<file path="src/rtl/dual_ram_pkg.sv">
`default_nettype none
// ============================================================================
// Module   : dual_ram_pkg
// Brief    : Shared types and constants for the dual_ram_clear block: FSM
//            state enum, same-address collision mode encodings, read latency
//            limits and a byte parity helper.
// Revision : 1.0 - initial release
// ============================================================================
package dual_ram_pkg;

    // Sweep state: CLEAR zeroes the array, IDLE services reads/writes
    typedef enum logic [0:0] {
        ST_CLEAR = 1'b0,
        ST_IDLE  = 1'b1
    } state_e;

    // Same-cycle read/write to one address
    localparam int WM_READ_FIRST  = 0;
    localparam int WM_WRITE_FIRST = 1;

    // Supported read latency range in cycles
    localparam int READ_LAT_MIN = 1;
    localparam int READ_LAT_MAX = 2;

    // Even parity bit of one byte (stored bit makes the 9-bit lane XOR to 0)
    function automatic logic parity8(input logic [7:0] b);
        return ^b;
    endfunction

endpackage : dual_ram_pkg
`default_nettype wire

</file>
<file path="src/rtl/dual_ram_array.sv">
`default_nettype none
// ============================================================================
// Module   : dual_ram_array
// Brief    : Simple dual-port storage, one write and one read port, lane
//            write enables, registered read output and no reset so that
//            synthesis can map it onto block RAM.
// Revision : 1.0 - initial release
// ============================================================================
module dual_ram_array #(
    parameter int LANES  = 2,
    parameter int LANE_W = 8,
    parameter int DEPTH  = 256,
    parameter int AW     = 8
) (
    input  logic                    clk,
    input  logic                    wr_en_i,
    input  logic [AW-1:0]           wr_addr_i,
    input  logic [LANES*LANE_W-1:0] wr_data_i,
    input  logic [LANES-1:0]        wr_lane_i,
    input  logic                    rd_en_i,
    input  logic [AW-1:0]           rd_addr_i,
    output logic [LANES*LANE_W-1:0] rd_data_o
);

    logic [LANES*LANE_W-1:0] mem_q [DEPTH];
    logic [LANES*LANE_W-1:0] rd_data_q;

    // Lane-masked write and read-before-write registered read
    always_ff @(posedge clk) begin
        if (wr_en_i) begin
            for (int i = 0; i < LANES; i++) begin
                if (wr_lane_i[i]) begin
                    mem_q[wr_addr_i][i*LANE_W +: LANE_W] <= wr_data_i[i*LANE_W +: LANE_W];
                end
            end
        end
        if (rd_en_i) begin
            rd_data_q <= mem_q[rd_addr_i];
        end
    end

    assign rd_data_o = rd_data_q;

endmodule : dual_ram_array
`default_nettype wire

</file>
<file path="src/rtl/dual_ram_clear.sv">
`default_nettype none
// ============================================================================
// Module   : dual_ram_clear
// Brief    : Byte-enabled dual-port RAM with a full-array zero sweep after
//            reset or on request, optional write-first collision bypass and
//            a 1- or 2-cycle read latency.
//            Define DUAL_RAM_PARITY_EN to store one even-parity bit per byte
//            and flag mismatches on parity_err_o; otherwise parity_err_o is 0.
// Revision : 1.0 - initial release
// ============================================================================
module dual_ram_clear
    import dual_ram_pkg::*;
#(
    parameter int WIDTH      = 16,
    parameter int DEPTH      = 256,
    parameter int READ_LAT   = 1,
    parameter int WRITE_MODE = WM_READ_FIRST
) (
    input  logic                     clk,
    input  logic                     rst_n,
    input  logic                     clear_req_i,
    output logic                     busy_o,
    input  logic                     wr_en_i,
    input  logic [$clog2(DEPTH)-1:0] wr_addr_i,
    input  logic [WIDTH-1:0]         wr_data_i,
    input  logic [WIDTH/8-1:0]       wr_be_i,
    input  logic                     rd_en_i,
    input  logic [$clog2(DEPTH)-1:0] rd_addr_i,
    output logic [WIDTH-1:0]         rd_data_o,
    output logic                     rd_valid_o,
    output logic                     parity_err_o
);

    localparam int AW    = $clog2(DEPTH);
    localparam int BYTES = WIDTH / 8;
`ifdef DUAL_RAM_PARITY_EN
    localparam int LANE_W = 9;
`else
    localparam int LANE_W = 8;
`endif
    localparam int WORD_W = BYTES * LANE_W;

    state_e              state_q, state_d;
    logic [AW-1:0]       cnt_q, cnt_d;
    logic                rd_acc, wr_acc;

    logic                arr_we, arr_re;
    logic [AW-1:0]       arr_waddr;
    logic [BYTES-1:0]    arr_lane;
    logic [WORD_W-1:0]   arr_wword, wr_word, arr_rdata;

    logic [WIDTH-1:0]    raw_data, m1_data;
    logic [BYTES-1:0]    lane_err;
    logic                m1_perr;

    logic                rv1_q, hit1_q;
    logic [BYTES-1:0]    be1_q;
    logic [WIDTH-1:0]    wd1_q;

    // State and sweep counter register
    always_ff @(posedge clk or negedge rst_n) begin
        if (!rst_n) begin
            state_q <= ST_CLEAR;
            cnt_q   <= '0;
        end else begin
            state_q <= state_d;
            cnt_q   <= cnt_d;
        end
    end

    // Next state: sweep every address once, re-enter CLEAR only from IDLE
    always_comb begin
        state_d = state_q;
        cnt_d   = cnt_q;
        busy_o  = (state_q == ST_CLEAR);
        case (state_q)
            ST_CLEAR: begin
                cnt_d = cnt_q + AW'(1);
                if (cnt_q == AW'(DEPTH - 1)) begin
                    state_d = ST_IDLE;
                    cnt_d   = '0;
                end
            end
            ST_IDLE: begin
                if (clear_req_i) begin
                    state_d = ST_CLEAR;
                    cnt_d   = '0;
                end
            end
            default: begin
                state_d = ST_CLEAR;
                cnt_d   = '0;
            end
        endcase
    end

    // User accesses are only honoured outside the sweep
    assign rd_acc = (state_q == ST_IDLE) && rd_en_i;
    assign wr_acc = (state_q == ST_IDLE) && wr_en_i;

    // Array port steering: the sweep owns the write port while clearing
    always_comb begin
        arr_we    = wr_acc;
        arr_waddr = wr_addr_i;
        arr_lane  = wr_be_i;
        arr_wword = wr_word;
        arr_re    = rd_acc;
        if (state_q == ST_CLEAR) begin
            arr_we    = 1'b1;
            arr_waddr = cnt_q;
            arr_lane  = '1;
            arr_wword = '0;
        end
    end

    dual_ram_array #(
        .LANES  (BYTES),
        .LANE_W (LANE_W),
        .DEPTH  (DEPTH),
        .AW     (AW)
    ) u_array (
        .clk       (clk),
        .wr_en_i   (arr_we),
        .wr_addr_i (arr_waddr),
        .wr_data_i (arr_wword),
        .wr_lane_i (arr_lane),
        .rd_en_i   (arr_re),
        .rd_addr_i (rd_addr_i),
        .rd_data_o (arr_rdata)
    );

    // First read stage: valid strobe plus the write that collided with it
    always_ff @(posedge clk or negedge rst_n) begin
        if (!rst_n) begin
            rv1_q  <= 1'b0;
            hit1_q <= 1'b0;
            be1_q  <= '0;
            wd1_q  <= '0;
        end else begin
            rv1_q  <= rd_acc;
            hit1_q <= rd_acc && wr_acc && (wr_addr_i == rd_addr_i) &&
                      (WRITE_MODE == WM_WRITE_FIRST);
            be1_q  <= wr_be_i;
            wd1_q  <= wr_data_i;
        end
    end

    // Per byte lane: pack parity on write, unpack/bypass/check on read
    for (genvar g = 0; g < BYTES; g++) begin : g_lane
        logic byp;
        assign byp = hit1_q & be1_q[g];
        assign m1_data[8*g +: 8] = byp ? wd1_q[8*g +: 8] : raw_data[8*g +: 8];
`ifdef DUAL_RAM_PARITY_EN
        assign wr_word[g*LANE_W +: LANE_W] = {parity8(wr_data_i[8*g +: 8]), wr_data_i[8*g +: 8]};
        assign raw_data[8*g +: 8]          = arr_rdata[g*LANE_W +: 8];
        assign lane_err[g] = ~byp & (arr_rdata[g*LANE_W + 8] ^ parity8(arr_rdata[g*LANE_W +: 8]));
`else
        assign wr_word[g*LANE_W +: LANE_W] = wr_data_i[8*g +: 8];
        assign raw_data[8*g +: 8]          = arr_rdata[g*LANE_W +: LANE_W];
        assign lane_err[g]                 = 1'b0;
`endif
    end

    assign m1_perr = |lane_err;

    if (READ_LAT == READ_LAT_MAX) begin : g_lat2
        logic             rv2_q, pe2_q;
        logic [WIDTH-1:0] rd2_q;

        // Second read stage; data held at zero when no read completes
        always_ff @(posedge clk or negedge rst_n) begin
            if (!rst_n) begin
                rv2_q <= 1'b0;
                pe2_q <= 1'b0;
                rd2_q <= '0;
            end else begin
                rv2_q <= rv1_q;
                pe2_q <= rv1_q & m1_perr;
                rd2_q <= rv1_q ? m1_data : '0;
            end
        end

        assign rd_valid_o   = rv2_q;
        assign rd_data_o    = rd2_q;
        assign parity_err_o = pe2_q;
    end else begin : g_lat1
        assign rd_valid_o   = rv1_q;
        assign rd_data_o    = rv1_q ? m1_data : '0;
        assign parity_err_o = rv1_q & m1_perr;
    end

endmodule : dual_ram_clear
`default_nettype wire

</file>
<file path="config.mk">
export PLATFORM = sky130hd
export DESIGN_NAME = dual_ram_clear
export DESIGN_NICKNAME = d
export VERILOG_FILES = /design/src/rtl/dual_ram_pkg.sv /design/src/rtl/dual_ram_array.sv /design/src/rtl/dual_ram_clear.sv
export SDC_FILE = /design/constraint.sdc
export NUM_CORES = 2
export LEC_CHECK = 0
export CAP_MARGIN = 20
export CORE_ASPECT_RATIO = 0.6
export CORE_MARGIN = 5
export CORE_UTILIZATION = 40
export DETAILED_ROUTE_END_ITERATION = 8
export DONT_BUFFER_PORTS = 1
export MAX_ROUTING_LAYER = met4
export PLACE_DENSITY = 0.56
export SYNTH_ARGS = -nofsm -noshare
export SYNTH_HDL_FRONTEND = slang
export SYNTH_SLANG_ARGS = --single-unit
</file>
<file path="constraint.sdc">
create_clock -name clk -period 6.7 [get_ports clk]
set_clock_uncertainty 0.15 [all_clocks]
set_input_delay 1.34 -clock clk [delete_from_list [all_inputs] [get_ports clk]]
set_output_delay 1.34 -clock clk [all_outputs]
set_load 0.01 [all_outputs]
</file>
==> reports/qor.csv <==
metric,value,unit
status,"finished, violations left",
violated checks,max-slew violations,
maximum vdd drop,0.234,mV
CP required,7.20,ns
most used cells in the layout excluding fill and tap cells,"edfxtp_1 (4,112), mux4_2 (851), nor2_1 (589), mux2i_1 (561), clkbuf_16 (388)",
main area contributors after synthesis,"edfxtp_1 (77%), mux4_2 (12%), mux2i_1 (3.5%), nor2_1 (1.4%), o221ai_1 (1.1%)",
CP Data Arrival Time,6.96,ns
Routed wire per std cell,32.8,um
"antenna viol nets, final",0,
vias in the first global route,79709,
input/output buffers,0,
final weighted congestion in routability-driven placement,0.873,
length of routed wiring on met1,205,mm
# rows,180,
net count of the finished layout,8161,
actual transition at the worst max-transition pin,1.66,ns
Synthesized Nets,7821,
synthesis-to-layout area growth,12.7,%
gr usage total,0.220,
core footprint,401000,sq um
die extent in x,829,um
post-synth top area share,0.766,
Post-Syn Area,161000,sq um
Max Fclk,0.155,GHz
wire length of the first global-routing pass,632,mm
dominant combinational cell family by area after synthesis,multiplexers,
Clock transition at path regs,0.06,ns
"share of synthesized cell area in and, or, nand and nor gates",0.0285,
vias per inst,5.99,
leak pwr,57.8,nW
hold crit path type,in -> reg,
number of violations of the max-capacitance limit,0,
Final Routed Wirelength,454,mm
"Max FO, Critical Path",140,
pin count of the biggest net entering global routing,199,
number of cells produced by synthesis,7781,
final total power,54.9,mW
height of the die,502,um
CTS resizes,0,
DRC Markers,0,
CTS tree,yes,
maximum root-to-sink buffer count,4,
share of cells above drive strength 1,0.232,
clk_lat worst skew,0.94,ns
Cell variety after synth,69,
detailed placer's ending HPWL,275,mm
placed cells,13093,
I/O pin count,58,
power density over cell area,303,nW/um^2
worst hold slack across all endpoints,0.335,ns
Critical Path Start Type,input port,
worst slew margin relative to its limit,-0.105,
Tcrit/Tclk final,0.965,
area of the die,416000,sq um
Starting Density,0.402,
met3 wire len,54.2,mm
count of warnings emitted by yosys,0,
number of synthesized flops with an enable pin,4112,
post-synthesis average cell area,20.7,sq um
"Async S/R FF share, synth",0.00243,
number of DRC violations after detailed-routing iteration 0,11920,
Final Hold Viols,0,
count of H-tree levels built during CTS,5,
"number of standard cells in the layout, taps in and fillers out",13834,
commonest register cell after synthesis,edfxtp_1,
CP endpoint kind,flip-flop,
number of filler cells placed in the layout,33582,
number of antenna violations at the first check in global routing,45,
largest area contributor in the synthesized netlist,edfxtp_1,
Top Layer Used,met4,
Post-CTS Setup Repair Bufs,0,
shortest clock period the worst path allows after layout,6.47,ns
max-slew violations,80,
unrepaired setup endpoints after global routing,false,
post-synthesis xor/xnor area fraction,0.000163,
"share of synthesized cell area in full adder, half adder and majority cells",0.0000777,
master cell of the clock root buffer,clkbuf_16,
detailed-routing iteration count for the pre-antenna-repair pass,8,
clock sink total,4122,
Num CTS Buffers,379,
part of the Yosys area used for sequential elements,0.768,
overflow left after global routing,0,
"commonest non-fill, non-tap cell in the layout",edfxtp_1,
total via count after detailed routing,82807,
setup TNS,0,ns
synthesis-stage register bit count,4122,
Crit Path Category,in -> reg,
post-synthesis compound-gate area fraction,0.0298,
end-of-flow core utilization,0.453,
multiplexer share of the synthesized area,0.156,
sum of met2 wire segment lengths after detailed routing,185,mm
# setup viols final,0,
## synthesized netlist by cell type (39+ instances only)
master    number
edfxtp_1    4112
o221ai_1     195
nand2_1      107
nand3_1       52
o21ai_0       46
nor2_1       591
buf_2        113
a21oi_1      130
mux4_2       851
o22ai_1      159
nor3_1       154
buf_6         66
mux2i_1      561
clkbuf_1     192
buf_4         63
a22oi_1       39
## final cells by class
cell class                      instances  area (sq um)  area share
Tap cell                             5369          6720      0.0370
Sequential cell                      4122        124000       0.682
Multi-Input combinational cell       3175         34800       0.192
Inverter                                9          46.3    0.000255
Clock buffer                          456          9940      0.0548
Clock inverter                        221          2240      0.0123
Antenna cell                           48           120    0.000662
Timing Repair Buffer                  434          3860      0.0213
## critical path, cell delays in order
cell and delay, ns:
buf_16 0.44, buf_16 0.56, buf_16 0.47, buf_16 0.72, mux4_2 0.60, mux2i_1 0.20
o22ai_1 0.12, nor3_1 0.90, buf_4 0.25, a22o_1 0.29, nor4_1 0.12
## report_power, final
group	switching, mW	leakage, nW	total [mW]	internal [mW]
Sequential	0.139	38.2	28.7	28.5
Combinational	3.20	13.6	4.47	1.27
Clock	9.60	5.96	21.8	12.2
Total	12.9	57.8	54.9	42.0
## per-stage QoR
step	setup slack [ns]	area [sq um]
CTS	0.311	181000
finish	0.235	182000
detailed placement	-0.715	169000
floorplan	1.12	161000
global route	0.304	181000
global placement	-0.673	169000
## repair_timing
item | 4_1_cts | 5_1_grt
endpoints found under the hold margin | 10 | 0
hold buffers | 1 | 0
endpoints found under the setup margin | 0 | 1
## cells by family after synthesis
| kind of cell | count (synthesis) |
|---|---|
| DFF | 4122 |
| muxes | 1439 |
| and+or+nand+nor | 1050 |
| AOI/OAI and AO/OA | 681 |
| buffers and inverters | 484 |
| xor gates and xnor gates | 3 |
| adders and majority gates | 1 |
| other | 1 |
## final timing paths
check	start	endpoint	slack, ns	cells past startpoint
min	clear_req_i	cnt_q[7]$_DFFE_PN0P_	0.33	1
max in group asynchronous	rst_n	rd_valid_o$_DFF_PN0_	5.31	1
min in group asynchronous	rst_n	cnt_q[5]$_DFFE_PN0P_	0.67	1
min reg2reg	cnt_q[5]$_DFFE_PN0P_	cnt_q[5]$_DFFE_PN0P_	0.43	1
max reg2reg	state_q$_DFF_PN0_	u_array.mem_q[24][3]$_DFFE_PP_	1.77	5
max	rd_addr_i[0]	u_array.rd_data_o[12]$_DFFE_PP_	0.23	11
## registers in the layout, summed over array words and instances (netlist names)
name / cells
cnt_q: 8
rd_valid_o: 1
state_q: 1
u_array.mem_q: 4096
u_array.rd_data_o: 16
## metal layers
layer | up-vias | track usage
met5 | - | -
met4 | 0 | 0.0472
met3 | 575 | 0.0624
met2 | 4452 | 0.284
met1 | 44527 | 0.343
li1 | 33253 | -
Note: power is estimated with default switching activity, not from simulation.
